$ cat config.mk
export PLATFORM = sky130hd
export DESIGN_NAME = esp8266_ipd_parser
export DESIGN_NICKNAME = d
export VERILOG_FILES = /design/src/rtl/esp8266_ipd_parser.sv
export SDC_FILE = /design/constraint.sdc
export NUM_CORES = 1
export LEC_CHECK = 0
export CORE_MARGIN = 2
export CORE_UTILIZATION = 25
export CTS_BUF_LIST = sky130_fd_sc_hd__clkbuf_8 sky130_fd_sc_hd__clkbuf_16
export CTS_CLUSTER_DIAMETER = 150
export DETAILED_ROUTE_END_ITERATION = 7
export PLACE_DENSITY_LB_ADDON = 0.08
export SLEW_MARGIN = 5
export SYNTH_ARGS = -nofsm -noshare
export SYNTH_HDL_FRONTEND = slang
export SYNTH_SLANG_ARGS = --single-unit
$ cat constraint.sdc
create_clock -name clk -period 4.4 [get_ports clk]
set_input_delay 0.66 -clock clk [delete_from_list [all_inputs] [get_ports clk]]
set_output_delay 0.66 -clock clk [all_outputs]
set_load 0.03 [all_outputs]
$ cat src/rtl/esp8266_ipd_parser.sv
// Extracts 4-byte ASCII commands from ESP8266 "+IPD,<len>:" frames and applies them.
// Define IPD_LINKID_EN for the multi-connection header "+IPD,<id>,<len>:".
module esp8266_ipd_parser #(
   parameter int unsigned MAX_LEN     = 8,
   parameter int unsigned TIMEOUT_CYC = 50_000_000,
   parameter int unsigned THR_T_DEF   = 35,
   parameter int unsigned THR_H_DEF   = 80,
   parameter int unsigned THR_S_DEF   = 500
) (
   input  logic       clk,
   input  logic       rst,
   input  logic       rx_int,
   input  logic [7:0] rx_data,
   output logic       speaker_io,
   output logic [9:0] thr_temp,
   output logic [9:0] thr_hum,
   output logic [9:0] thr_soil,
   output logic       cmd_valid,
   output logic [7:0] cmd_code,
   output logic       frame_err
);

   typedef enum logic [2:0] {StHunt, StLid, StLen, StPay, StExec} state_e;

   // Timeout fires on the cycle the gap counter steps onto TIMEOUT_CYC-1.
   localparam logic [31:0] GapLast = 32'(TIMEOUT_CYC - 2);

   state_e      state_q, state_d;
   logic [2:0]  midx_q, midx_d;
   logic [7:0]  len_q, len_d;
   logic [1:0]  ndig_q, ndig_d;
   logic [7:0]  remain_q, remain_d;
   logic [7:0]  code_q, code_d;
   logic [9:0]  val_q, val_d;
   logic [2:0]  pidx_q, pidx_d;
   logic        digok_q, digok_d;
   logic [31:0] gap_q, gap_d;
   logic        speaker_q, speaker_d;
   logic [9:0]  thr_t_q, thr_t_d, thr_h_q, thr_h_d, thr_s_q, thr_s_d;
   logic        cmd_valid_q, cmd_valid_d;
   logic [7:0]  cmd_code_q, cmd_code_d;
   logic        frame_err_q, frame_err_d;
`ifdef IPD_LINKID_EN
   logic        lid_q, lid_d;
`endif

   logic is_digit, hunt_hit, err, cmd_ok, in_frame;

   function automatic logic [7:0] hdr_char(input logic [2:0] i);
      case (i)
         3'd0:    hdr_char = 8'h2B;
         3'd1:    hdr_char = 8'h49;
         3'd2:    hdr_char = 8'h50;
         3'd3:    hdr_char = 8'h44;
         default: hdr_char = 8'h2C;
      endcase
   endfunction

   assign is_digit = (rx_data >= 8'h30) && (rx_data <= 8'h39);
   assign hunt_hit = (rx_data == hdr_char(midx_q));
   assign in_frame = (state_q == StLid) || (state_q == StLen) || (state_q == StPay);

   always_comb begin
      state_d     = state_q;
      midx_d      = midx_q;
      len_d       = len_q;
      ndig_d      = ndig_q;
      remain_d    = remain_q;
      code_d      = code_q;
      val_d       = val_q;
      pidx_d      = pidx_q;
      digok_d     = digok_q;
      speaker_d   = speaker_q;
      thr_t_d     = thr_t_q;
      thr_h_d     = thr_h_q;
      thr_s_d     = thr_s_q;
      cmd_code_d  = cmd_code_q;
      cmd_valid_d = 1'b0;
      frame_err_d = 1'b0;
      err         = 1'b0;
      cmd_ok      = 1'b0;
`ifdef IPD_LINKID_EN
      lid_d       = lid_q;
`endif
      gap_d = in_frame ? (rx_int ? '0 : gap_q + 32'd1) : '0;

      case (state_q)
         StLid: if (rx_int) begin
`ifdef IPD_LINKID_EN
            if (!lid_q && rx_data >= 8'h30 && rx_data <= 8'h34) lid_d = 1'b1;
            else if (lid_q && rx_data == 8'h2C) state_d = StLen;
            else err = 1'b1;
`else
            err = 1'b1;
`endif
         end
         StLen: if (rx_int) begin
            if (is_digit) begin
               if (ndig_q == 2'd3) begin
                  err = 1'b1;
               end else begin
                  len_d  = 8'(len_q * 8'd10) + {4'b0, rx_data[3:0]};
                  ndig_d = ndig_q + 2'd1;
               end
            end else if (rx_data == 8'h3A && ndig_q != 2'd0 && len_q != 8'd0 &&
                         32'(len_q) <= MAX_LEN) begin
               state_d  = StPay;
               remain_d = len_q;
               pidx_d   = '0;
               val_d    = '0;
               digok_d  = 1'b1;
            end else begin
               err = 1'b1;
            end
         end
         StPay: if (rx_int) begin
            remain_d = remain_q - 8'd1;
            if (pidx_q == 3'd0) begin
               code_d = rx_data;
            end else if (pidx_q <= 3'd3) begin
               if (is_digit) val_d = 10'(val_q * 10'd10) + {6'b0, rx_data[3:0]};
               else digok_d = 1'b0;
            end
            if (pidx_q != 3'd4) pidx_d = pidx_q + 3'd1;
            if (remain_q == 8'd1) state_d = StExec;
         end
         StExec: begin
            state_d = StHunt;
            if (len_q == 8'd4 && digok_q) begin
               case (code_q)
                  8'h42: begin speaker_d = (val_q != '0); cmd_ok = 1'b1; end
                  8'h54: begin thr_t_d = val_q; cmd_ok = 1'b1; end
                  8'h48: begin thr_h_d = val_q; cmd_ok = 1'b1; end
                  8'h53: begin thr_s_d = val_q; cmd_ok = 1'b1; end
                  default: ;
               endcase
            end
            if (cmd_ok) begin
               cmd_valid_d = 1'b1;
               cmd_code_d  = code_q;
            end else begin
               frame_err_d = 1'b1;
            end
         end
         default: ;
      endcase

      // A strobe landing on the EXEC cycle is matched here, exactly as HUNT would.
      if ((state_q == StHunt || state_q == StExec) && rx_int) begin
         if (hunt_hit) begin
            if (midx_q == 3'd4) begin
               midx_d = '0;
               len_d  = '0;
               ndig_d = '0;
`ifdef IPD_LINKID_EN
               state_d = StLid;
               lid_d   = 1'b0;
`else
               state_d = StLen;
`endif
            end else begin
               midx_d = midx_q + 3'd1;
            end
         end else begin
            midx_d = (rx_data == 8'h2B) ? 3'd1 : 3'd0;
         end
      end

      if (in_frame && !rx_int && gap_q == GapLast) err = 1'b1;

      if (err) begin
         state_d     = StHunt;
         midx_d      = '0;
         frame_err_d = 1'b1;
      end
   end

   always_ff @(posedge clk or posedge rst) begin
      if (rst) begin
         state_q     <= StHunt;
         midx_q      <= '0;
         len_q       <= '0;
         ndig_q      <= '0;
         remain_q    <= '0;
         code_q      <= '0;
         val_q       <= '0;
         pidx_q      <= '0;
         digok_q     <= 1'b0;
         gap_q       <= '0;
         speaker_q   <= 1'b0;
         thr_t_q     <= 10'(THR_T_DEF);
         thr_h_q     <= 10'(THR_H_DEF);
         thr_s_q     <= 10'(THR_S_DEF);
         cmd_valid_q <= 1'b0;
         cmd_code_q  <= 8'h00;
         frame_err_q <= 1'b0;
`ifdef IPD_LINKID_EN
         lid_q       <= 1'b0;
`endif
      end else begin
         state_q     <= state_d;
         midx_q      <= midx_d;
         len_q       <= len_d;
         ndig_q      <= ndig_d;
         remain_q    <= remain_d;
         code_q      <= code_d;
         val_q       <= val_d;
         pidx_q      <= pidx_d;
         digok_q     <= digok_d;
         gap_q       <= gap_d;
         speaker_q   <= speaker_d;
         thr_t_q     <= thr_t_d;
         thr_h_q     <= thr_h_d;
         thr_s_q     <= thr_s_d;
         cmd_valid_q <= cmd_valid_d;
         cmd_code_q  <= cmd_code_d;
         frame_err_q <= frame_err_d;
`ifdef IPD_LINKID_EN
         lid_q       <= lid_d;
`endif
      end
   end

   assign speaker_io = speaker_q;
   assign thr_temp   = thr_t_q;
   assign thr_hum    = thr_h_q;
   assign thr_soil   = thr_s_q;
   assign cmd_valid  = cmd_valid_q;
   assign cmd_code   = cmd_code_q;
   assign frame_err  = frame_err_q;

endmodule

==> flow_summary.json <==
{
  "end_kind": "register",
  "path_max_fanout": 6,
  "synthesis.nets": 661,
  "setup_viol": 0,
  "critical_path_arrival_ns": 3.27,
  "die_h_um": 164,
  "power.density_mw_per_mm2": 331,
  "nNetsFinal": 720,
  "fin_crit_sh_pct": 66.5,
  "min_from": "cmd_code[6]",
  "gp_congestion": 0.768,
  "syn2layout_area_growth_pct": 24.1,
  "clock_sinks": 119,
  "synth_most_common_cell": "dfrtp_1",
  "die_x_um": 164,
  "cts_buffers": 17,
  "yosys-top-cells-count": "108 x dfrtp_1, 64 x nor2_1, 45 x mux2_2",
  "worstSetupPathType": "input port to register",
  "ctsHoldBuffers": 0,
  "fin_worst_skew_ns": 0.00753,
  "worst_pin_slew_ns": 0.946,
  "rsz0062_at_grt": "no",
  "synth_edf_count": 0,
  "num_vias": 4680,
  "synth_seq_cells": 119,
  "min_path_type": "register to register",
  "synth_top_area_share_pct": 42.3,
  "globalRouteTotalUtil_pct": 12.4,
  "total_leakage_power_nw": 3.46,
  "clk-insertion-delay-late_ns": 0.41,
  "wl_mm": 15.6,
  "slew-limit-headroom_pct": 37.0,
  "r2r_start": "len_q[3]",
  "grt_start_max_net_pins": 73,
  "dp_worst_setup_slack_ns": 1.05,
  "grt_overflow": 0,
  "synthArstFlopShare_pct": 100,
  "synth_warnings": 0,
  "antenna_found_initial": 0,
  "dpl.hpwl_mm": 11.1,
  "critPathLaunch": "rx_data[5]",
  "slew_violations": 0,
  "fin_tns_setup_ns": 0,
  "synth-seq-area-share_pct": 46.8,
  "rows": 58,
  "portBuffers": 51,
  "vdd.ir_drop.worst_mv": 0.208,
  "synth_area_mm2": 0.00639,
  "setup_ws_ns": 1.47,
  "wl_per_cell_um": 15.4,
  "synthFlopType": "dfrtp_1",
  "outcome": "finished, final reports clean",
  "worstSetupStartpointType": "input port",
  "hold_viol_final": 0,
  "fmax_ghz": 0.342,
  "yosys.area.top_type": "dfrtp_1",
  "drc": 0,
  "synthTopCellsByArea": "dfrtp_1 42%, mux2_2 7.9%, ha_1 7.1%, dfstp_2 4.5%, nor2_1 3.8%",
  "cts-root-buf": "clkbuf_16",
  "clk_path_buf_depth": 2,
  "syn_avg_cell_area_um2": 10.5,
  "placed_area_mm2": 0.00730,
  "grt_pass1_vias": 4755,
  "firstDrtPassIters": 4,
  "critPathRequiredTime_ns": 4.75,
  "initial_core_util_pct": 25.4,
  "diodes": 0,
  "nFillCells": 2613,
  "clk_pin_slew_ns": 0.06,
  "die_area_mm2": 0.0268,
  "ios": 52,
  "syn_inst": 610,
  "drv_cap": 0,
  "layout-drive-gt1-share_pct": 15.0,
  "h-tree-depth": 4,
  "fin_area_mm2": 0.00793,
  "core-area_mm2": 0.0251,
  "drt-initial-drc-count": 212,
  "synth_cell_types": 52,
  "post_cts_buffers": 0,
  "vias_per_cell": 4.62,
  "grt_pass1_wl_mm": 26.0,
  "ant_nets": 0,
  "final.min_clock_period_ns": 2.93,
  "ctsResizeCount": 0,
  "holdWs_ns": 0.473,
  "tritoncts": "built"
}
==> worst max-delay path, stage by stage <==
cell and delay, ns:
clkdlybuf4s50_1 0.55, nor3b_1 0.37, and4_1 0.31, a311o_1 0.32, nand3_1 0.16, nor3_1 0.67
a22o_1 0.23
==> cells by family after synthesis <==
logic type | after synthesis | share of synthesized area [%]
muxes | 51 | 8.87
DFF | 119 | 46.8
buffers and inverters | 44 | 2.60
xor gates and xnor gates | 48 | 6.80
AOI/OAI and AO/OA | 96 | 9.52
adders and majority gates | 40 | 8.30
and+or+nand+nor | 212 | 17.1
==> placed cells by master, fill, tap and decap left out, types with 3 or more instances in the layout <==
cell type,synthesis,routed
dfrtp_1,108,108
nor2_1,64,64
clkdlybuf4s50_1,0,51
mux2_2,45,45
nand2_1,40,40
ha_1,36,36
inv_1,29,29
a21oi_1,28,28
xor2_1,26,26
o21ai_0,23,23
xnor2_1,21,21
nand3_1,18,18
clkbuf_16,0,17
nand4_1,15,15
nor3_1,12,12
dfstp_2,11,11
or3_1,9,9
a21o_1,8,8
and3_1,8,8
nor4_1,8,7
a211oi_1,7,7
a22o_1,7,7
mux2i_1,6,6
nor3b_1,5,5
and4_1,5,5
nand2b_1,4,4
nor2b_1,4,4
and2_1,4,4
o22ai_1,4,4
fa_1,4,4
clkinvlp_4,0,4
nor4_2,2,3
o21bai_1,3,3
a22oi_1,3,3
o211ai_1,3,3
inv_6,0,3
bufinv_16,0,3
buf_4,0,3
==> registers in the layout (all words and copies together), names as in the netlist, 2 cells and up <==
register and count:
code_q 8, thr_soil 10, len_q 8, val_q 10
thr_temp 10, cmd_code 8, ndig_q 2, remain_q 8
thr_hum 10, gap_q 32, state_q 3, pidx_q 3
midx_q 3
==> layer usage <==
| layer | wire [um] | track usage [%] | up-vias |
|---|---|---|---|
| met2 | 7280 | 20.1 | 72 |
| met3 | 457 | 2.12 | 14 |
| met1 | 7620 | 16.8 | 2294 |
| li1 | - | - | 2300 |
| met4 | 214 | 4.27 | 0 |
| met5 | 0 | 0 | - |
==> stage by stage <==
stage	cells	power (mW)	utilization [%]
after detailed placement	980	1.18	29.1
final	1012	2.63	31.6
after CTS	1012	2.67	31.6
after global routing	1012	2.74	31.6
after global placement	980	1.18	29.1
after floorplan	610	1.15	-
==> final cells by class <==
| cell class | instances | area (um^2) | area share, % |
|---|---|---|---|
| sequential | 119 | 2990 | 37.7 |
| timing repair buffer | 55 | 553 | 6.97 |
| clock buffer | 19 | 453 | 5.71 |
| inverter | 29 | 111 | 1.40 |
| multi-input combinational | 447 | 3240 | 40.8 |
| clock inverter | 13 | 170 | 2.15 |
| tap | 330 | 413 | 5.21 |
==> where the power goes <==
group | switching [mW] | internal [mW] | leakage, nW
logic | 0.0415 | 0.0181 | 1.56
clock network | 0.542 | 0.929 | 0.296
registers | 0.000842 | 1.10 | 1.61
==> path summary, 6_finish.rpt <==
| kind | end | slack, ns | cells past startpoint |
|---|---|---|---|
| worst max-delay path | val_q[3] | 1.47 | 7 |
| worst min register to register | cmd_code[6] | 0.47 | 1 |
| worst max register to register | thr_soil[1] | 1.53 | 6 |
| max in group asynchronous | code_q[5] | 2.79 | 3 |
| worst min-delay path | cmd_code[6] | 0.47 | 1 |
| min in group asynchronous | gap_q[22] | 0.82 | 2 |
No activity file was read; power rests on OpenSTA's default activity.
